[config.mk]
export PLATFORM = sky130hd
export DESIGN_NAME = uart_tx_queue
export DESIGN_NICKNAME = d
export VERILOG_FILES = /design/src/rtl/uart_tx_queue.sv
export SDC_FILE = /design/constraint.sdc
export NUM_CORES = 1
export LEC_CHECK = 0
export CAP_MARGIN = 15
export CORE_AREA = 2 2 128 130
export DETAILED_ROUTE_END_ITERATION = 6
export DIE_AREA = 0 0 130 132
export GPL_TIMING_DRIVEN = 1
export PLACE_DENSITY_LB_ADDON = 0.15
export RECOVER_POWER = 25
export SYNTH_ARGS = -nofsm -noshare
export SYNTH_HDL_FRONTEND = slang
export SYNTH_SLANG_ARGS = --single-unit
[constraint.sdc]
create_clock -name clk -period 7.6 [get_ports clk]
set_clock_uncertainty 0.05 [all_clocks]
set_input_delay 1.52 -clock clk [delete_from_list [all_inputs] [get_ports clk]]
set_output_delay 1.52 -clock clk [all_outputs]
set_load 0.01 [all_outputs]
[src/rtl/uart_tx_queue.sv]
// uart_tx_queue: byte FIFO that feeds a UART transmitter through a latch/busy
// handshake, and reports fill level and a sticky overflow flag for status.
module uart_tx_queue #(
    parameter int DEPTH  = 16,
    parameter int ADDR_W = 4
) (
    input  logic              clk,
    input  logic              rst,
    input  logic [7:0]        wr_data,
    input  logic              wr_en,
    input  logic              ovf_clr,
    output logic              full,
    output logic              empty,
    output logic [ADDR_W:0]   level,
    output logic              overflow,
    output logic [7:0]        tx_data,
    output logic              tx_latch,
    input  logic              tx_busy,
    output logic              idle
);

    typedef enum logic [1:0] {
        S_IDLE      = 2'd0,
        S_LATCH     = 2'd1,
        S_WAIT_BUSY = 2'd2,
        S_WAIT_DONE = 2'd3
    } state_t;

    localparam logic [ADDR_W:0]   DEPTH_C = (ADDR_W+1)'(DEPTH);
    localparam logic [ADDR_W-1:0] PTR_ONE = ADDR_W'(1);
    localparam logic [ADDR_W:0]   CNT_ONE = (ADDR_W+1)'(1);

    logic [7:0]        mem_r [DEPTH];
    logic [ADDR_W-1:0] wr_ptr_r;
    logic [ADDR_W-1:0] rd_ptr_r;
    logic [ADDR_W:0]   count_r;
    logic              overflow_r;
    logic [7:0]        tx_data_r;
    logic              tx_latch_r;
    state_t            state_r;
    state_t            state_nx_s;
    logic              push_s;
    logic              drop_s;
    logic              pop_s;
    logic              load_s;
    logic              latch_nx_s;

    // Status flags decode straight from the occupancy register.
    assign full     = (count_r == DEPTH_C);
    assign empty    = (count_r == {(ADDR_W+1){1'b0}});
    assign level    = count_r;
    assign overflow = overflow_r;
    assign tx_data  = tx_data_r;
    assign tx_latch = tx_latch_r;
    assign idle     = empty && (state_r == S_IDLE) && !tx_busy;

    // Full is sampled before any same-cycle pop, so a push while full is always dropped.
    assign push_s = wr_en && !full;
    assign drop_s = wr_en && full;

    // Storage array; contents need no reset because pointers gate every read.
    always_ff @(posedge clk) begin
        if (push_s) begin
            mem_r[wr_ptr_r] <= wr_data;
        end
    end

    // Pointers and occupancy count.
    always_ff @(posedge clk) begin
        if (rst) begin
            wr_ptr_r <= {ADDR_W{1'b0}};
            rd_ptr_r <= {ADDR_W{1'b0}};
            count_r  <= {(ADDR_W+1){1'b0}};
        end else begin
            if (push_s) begin
                wr_ptr_r <= wr_ptr_r + PTR_ONE;
            end
            if (pop_s) begin
                rd_ptr_r <= rd_ptr_r + PTR_ONE;
            end
            case ({push_s, pop_s})
                2'b10:   count_r <= count_r + CNT_ONE;
                2'b01:   count_r <= count_r - CNT_ONE;
                default: count_r <= count_r;
            endcase
        end
    end

    // Sticky overflow; a drop in the same cycle as a clear keeps the flag set.
    always_ff @(posedge clk) begin
        if (rst) begin
            overflow_r <= 1'b0;
        end else if (drop_s) begin
            overflow_r <= 1'b1;
        end else if (ovf_clr) begin
            overflow_r <= 1'b0;
        end
    end

    // FSM state register.
    always_ff @(posedge clk) begin
        if (rst) begin
            state_r <= S_IDLE;
        end else begin
            state_r <= state_nx_s;
        end
    end

    // FSM next-state logic; an unacknowledged latch falls back to idle and retries.
    always_comb begin
        state_nx_s = state_r;
        case (state_r)
            S_IDLE: begin
                if (!empty && !tx_busy) begin
                    state_nx_s = S_LATCH;
                end else begin
                    state_nx_s = S_IDLE;
                end
            end
            S_LATCH: begin
                state_nx_s = S_WAIT_BUSY;
            end
            S_WAIT_BUSY: begin
                if (tx_busy) begin
                    state_nx_s = S_WAIT_DONE;
                end else begin
                    state_nx_s = S_IDLE;
                end
            end
            S_WAIT_DONE: begin
                if (!tx_busy) begin
                    state_nx_s = S_IDLE;
                end else begin
                    state_nx_s = S_WAIT_DONE;
                end
            end
            default: begin
                state_nx_s = S_IDLE;
            end
        endcase
    end

    // FSM output decode: load, pop and the next value of the latch strobe.
    always_comb begin
        load_s     = 1'b0;
        pop_s      = 1'b0;
        latch_nx_s = 1'b0;
        case (state_r)
            S_IDLE: begin
                load_s     = (state_nx_s == S_LATCH);
                latch_nx_s = (state_nx_s == S_LATCH);
            end
            S_WAIT_BUSY: begin
                pop_s = tx_busy;
            end
            default: begin
                load_s     = 1'b0;
                pop_s      = 1'b0;
                latch_nx_s = 1'b0;
            end
        endcase
    end

    // Registered transmitter interface; tx_data holds until the next load.
    always_ff @(posedge clk) begin
        if (rst) begin
            tx_data_r  <= 8'h00;
            tx_latch_r <= 1'b0;
        end else begin
            tx_latch_r <= latch_nx_s;
            if (load_s) begin
                tx_data_r <= mem_r[rd_ptr_r];
            end
        end
    end

endmodule

---- Word level (Yosys, flattened, before mapping) ----
Memories as Yosys holds them, arrays and structs flattened. A register that Yosys moved wholly into a read port is not among the register bits.
Cells that the tools add are included.
storage, ports and cells
  memories kept ........................... 1
  bits in registers ....................... 17
  RAM bits ................................ 128
  memory bits (read-only) ................. 0
  output and inout port bits .............. 18
  latch bits .............................. 0
  word-level logic and storage cells ...... 41
  input bits .............................. 13
cells by class
  $lt $le $gt $ge ......................... 0
  eq/ne operators ......................... 7
  bitwise logic cells ..................... 0
  reduce and logical (&&, ||, !) cells .... 13
  shift-type cells ........................ 0
  multiply operators ...................... 0
  $add $sub $neg .......................... 4
  muxes and demuxes ....................... 10
  divide/modulo/power cells ............... 0
memory list
  memory  words  bits a word  read ports  clocked after Yosys merged registers in  write ports  RTL line  text
  mem_r   16     8            1           1                                        1            33        logic [7:0] mem_r [DEPTH];
operator list
  cell                                                                count
  5-bit case mux with 2 select lines                                  1
  4-bit by 1-bit adder with 4-bit output, second input constant       2
  1-bit two-way mux                                                   7
  2-bit by 1-bit == test with 1-bit output, second input constant     3
  2-bit == test, second input constant                                3
  2-bit case mux with 3 select lines                                  1
  5-bit by 1-bit adder with 5-bit output, second input constant       1
  5-bit == test, second input constant                                1
  1-bit logical AND                                                   5
  5-bit logical NOT                                                   1
  5-bit by 1-bit subtractor with 5-bit output, second input constant  1
  2-bit nonzero test                                                  2
  1-bit logical NOT                                                   3
  2-bit logical NOT                                                   1
  2-bit two-way mux                                                   1
  2-bit OR reduction                                                  1

---- Depth between registers and ports, before layout ----
  word-level depth ........................ 7
  depth in mapped cells ................... 12

---- Least setup slack after synthesis ----
OpenSTA, ideal clock, no wires.
  kind .................................... in2reg
  start point ............................. input port wr_en
  end point ............................... register count_r[4], in the netlist level[4]
  data arrival time ....................... 3559 ps
  library setup time ...................... 123 ps
  path slack .............................. 3868 ps
  path buffers ............................ 1
  data required time ...................... 7427 ps
  stages on the path ...................... 10
  path through ............................ a21boi_1 > inv_1 > ha_1 > clkbuf_1 > xor2_1 > ha_1 > a21oi_1 > or3_1 > a31oi_1 > mux2_1
on the way
  cells in the longest elaborated chain, start to end .. 3
ends and longest elaborated chain
  what                                                                       RTL line  text
  start, declared                                                            10        input logic wr_en,
  1-bit logical AND *                                                        58        assign push_s = wr_en && !full;
  2-bit by 1-bit == test with 1-bit output or 2-bit == test (tied branches)  81        case ({push_s, pop_s})
  5-bit case mux with 2 select lines or 2-bit nonzero test (tied branches)   -
  end signal, assigned                                                       82        2'b10: count_r <= count_r + CNT_ONE;
  end signal, assigned                                                       83        2'b01: count_r <= count_r - CNT_ONE;
  end signal, assigned                                                       84        default: count_r <= count_r;
  end, declared                                                              36        logic [ADDR_W:0] count_r;
Mark *: on every way between the ends. The rest lies on a longest branch, timed or not.
A chain may end at the register's enable or synchronous reset.

---- Worst setup path after layout ----
  start point ............................. input port tx_busy
  end point ............................... output port idle
on the way
  cells in the longest elaborated chain, start to end .. 2
ends and longest elaborated chain
  what               RTL line  text
  start, declared    18        input logic tx_busy,
  1-bit logical NOT  -
  1-bit logical AND  55        assign idle = empty && (state_r == S_IDLE) && !tx_busy;
  end, declared      19        output logic idle
Every way passes these cells.

==> results.cfg <==
[critical_path]
crit_type = input pin to output port
regToRegEndpoint = level[4]$_SDFFE_PP0P_
cp_max_fo = 3
path_cells = clkdlybuf4s50_1 -> nor3_1 -> and3_1 -> clkdlybuf4s50_1
start_kind = input pin
path_buf_inv = 2
critical-path-max-stage-delay_ns = 0.53
critPathLaunch = tx_busy
crit-reg2reg-launch = level[2]$_SDFFE_PP0P_
cp-end-kind = output port
crit_path_frequent_cell = clkdlybuf4s50_1
cp.required_ns = 6.03
reg2reg_depth = 10
r2r_setup_slack_ns = 4.51
cp_slowest_cell = clkdlybuf4s50_1
worstPathArrival_ns = 2.95
cp_top_family = buffers and inverters

[layout]
drive_gt1_share_pct = 21.54
syn_to_final_growth_pct = 17.33
regArea_sq_um = 4345
diodes = 0
mostFrequentLayoutCell = edfxtp_1
multi_input_area_sq_um = 1709
stdcell_count = 606
nNetsFinal = 398
final_cell_mix = edfxtp_1 (128), mux4_2 (32), nor2_1 (29)
fin_area_sq_um = 7258
n_fill_cell = 1368

[power_and_ir_drop]
peakVddDrop_uv = 158.1
p_per_area_nw_per_um2 = 257.7
power_mw = 1.871
leakage_nw = 2.284

[worst_hold_path]
min_to = state_r[1]$_SDFF_PP0_
min_delay_path_depth = 2
min_from = state_r[0]$_SDFF_PP0_
hp-class = flip-flop to flip-flop

[placement]
port_buffers = 30
placed_area_sq_um = 6685
gp_congestion = 0.7180
dp.cells = 574
dpl.hpwl_mm = 7.641

[sta]
slew_headroom_pct = 13.82
period_needed_ns = 4.523
finalSetupViolations = 0
final_max_slew_viol_count = 0
finalSetupTns_ns = 0
rsz0062_at_grt = no
tightest_slew_ns = 1.293
hold_viol = 0
timing.hold.ws_ns = 0.4636
fmaxAchievable_mhz = 221.1
fin_crit_sh_pct = 59.51

[global_route]
grt_pass1_vias = 3091
overflow = 0
grt_usage_pct = 15.57
grt_max_degree = 36
grt_pass1_wl_mm = 18.84
antenna_found_initial = 0

[synthesis]
synth.top_cell.area_share_pct = 62.14
netlist_instances = 345
async_flop_share_pct = 0
yosysWarningCount = 0
yosys_register_bits = 153
synth_fp_nets = 366
ys.flop_type = edfxtp_1
syn_area_sq_um = 6186
syn_area_per_cell_sq_um = 17.93
yosysUniqueCellTypes = 42
synth_edf_count = 128
synth_top_area_cell = edfxtp_1
ys_seq_area_share_pct = 70.23
synthTopCellsByArea = edfxtp_1 (62%), mux4_2 (12%), dfxtp_1 (8.1%)

[clock_tree]
numClockSinks = 153
clk_path_buf_depth = 2
clkSlewWorstSetupHoldPaths_ns = 0.06
cts_root_buf = clkbuf_16
cts_resized = 0
cts.hold.buffers_added = 0
cts_tree = built
clk_latency_ns = 0.42
post_cts_buffers = 0
htree_num_levels = 4
cts_buffers = 17

[detailed_routing]
viasPerCell = 5.092
firstDrtPassIters = 5
wl_per_cell_um = 20.65
drcViolationCount = 0
routed-via-count = 3086
totalWireLength_mm = 12.51
ant_nets = 0
first_iter_violations = 205

[die]
fp.dieH_um = 132
coreArea_sq_um = 15710
initial_utilization_pct = 39.37
io_pins = 31
die_w_um = 130
rows = 46
die_area_sq_um = 17160

[run]
drv_cap = 0

[outcome]
status = finished clean
## metal layers
metal,part of all wire [%],track usage (%),wire length [um],vias to the layer above
met1,45,21.87,5635,1569
met4,1.2,5.556,150,0
met3,5.0,3.856,623,10
li1,-,-,-,1427
met2,49,23.65,6102,80
met5,0,0,0,-
## power by group
group / internal [mW] / switching [mW]
Combinational: 0.0488 / 0.0582
Sequential: 0.927 / 0.0120
Clock: 0.485 / 0.340
## synth_stat cells, types with 3 or more instances
master      n
edfxtp_1  128
mux4_2     32
nor2_1     29
dfxtp_1    25
mux2i_1    18
ha_1        8
nand2_1     8
nand3b_1    8
o221ai_2    8
clkbuf_1    7
xor2_1      7
a21oi_1     6
nor3_1      6
buf_2       5
buf_1       4
inv_1       4
nor2b_1     4
buf_4       3
buf_6       3
nand2b_1    3
o21ai_0     3
or3_1       3
## tightest hold or removal path, cell delays in order, from the launching register on
cell and delay [ns]:
dfxtp_1 0.33, nand2b_1 0.07, a21oi_1 0.06
## worst max-delay path by stage
stage	depth (start not counted)	endpoint	slack [ns]
global route	4	idle	2.97
detailed placement	4	idle	3.07
global placement	4	idle	3.08
floorplan	10	level[4]$_SDFFE_PP0P_	3.87
CTS	4	idle	3.06
finish	4	idle	3.08
## kinds of logic (layout without fill, tap and decap cells)
| kind of cell | count (synthesis) | count (layout) | share of synthesized area [%] |
|---|---|---|---|
| buf+inv | 27 | 72 | 2.306 |
| compound gates | 27 | 27 | 3.965 |
| xor+xnor | 9 | 9 | 1.274 |
| mux | 52 | 52 | 14.93 |
| flops | 153 | 153 | 70.23 |
| fa+ha+maj | 8 | 8 | 1.618 |
| simple gates | 69 | 69 | 5.684 |
## sequential cells by signal, summed over array words and instances (netlist names)
name	flops
rd_ptr_r	4
tx_data	8
wr_ptr_r	4
mem_r	128
tx_latch	1
state_r	2
level	5
overflow	1
## through the flow
| stage | utilization (%) | worst slack [ns] |
|---|---|---|
| final | 46.19 | 3.077 |
| after global routing | 46.19 | 2.968 |
| after CTS | 46.22 | 3.063 |
| after detailed placement | 42.55 | 3.066 |
| after global placement | 42.55 | 3.076 |
| after floorplan | - | 3.868 |
## cell type report
type	count	share of cell area (%)
Inverter	4	0.2069
Timing Repair Buffer	36	4.706
Tap cell	216	3.723
Clock inverter	14	2.034
Sequential cell	153	59.87
Clock buffer	18	5.913
Multi-Input combinational cell	165	23.55
Note: power is estimated with default switching activity, not from simulation.
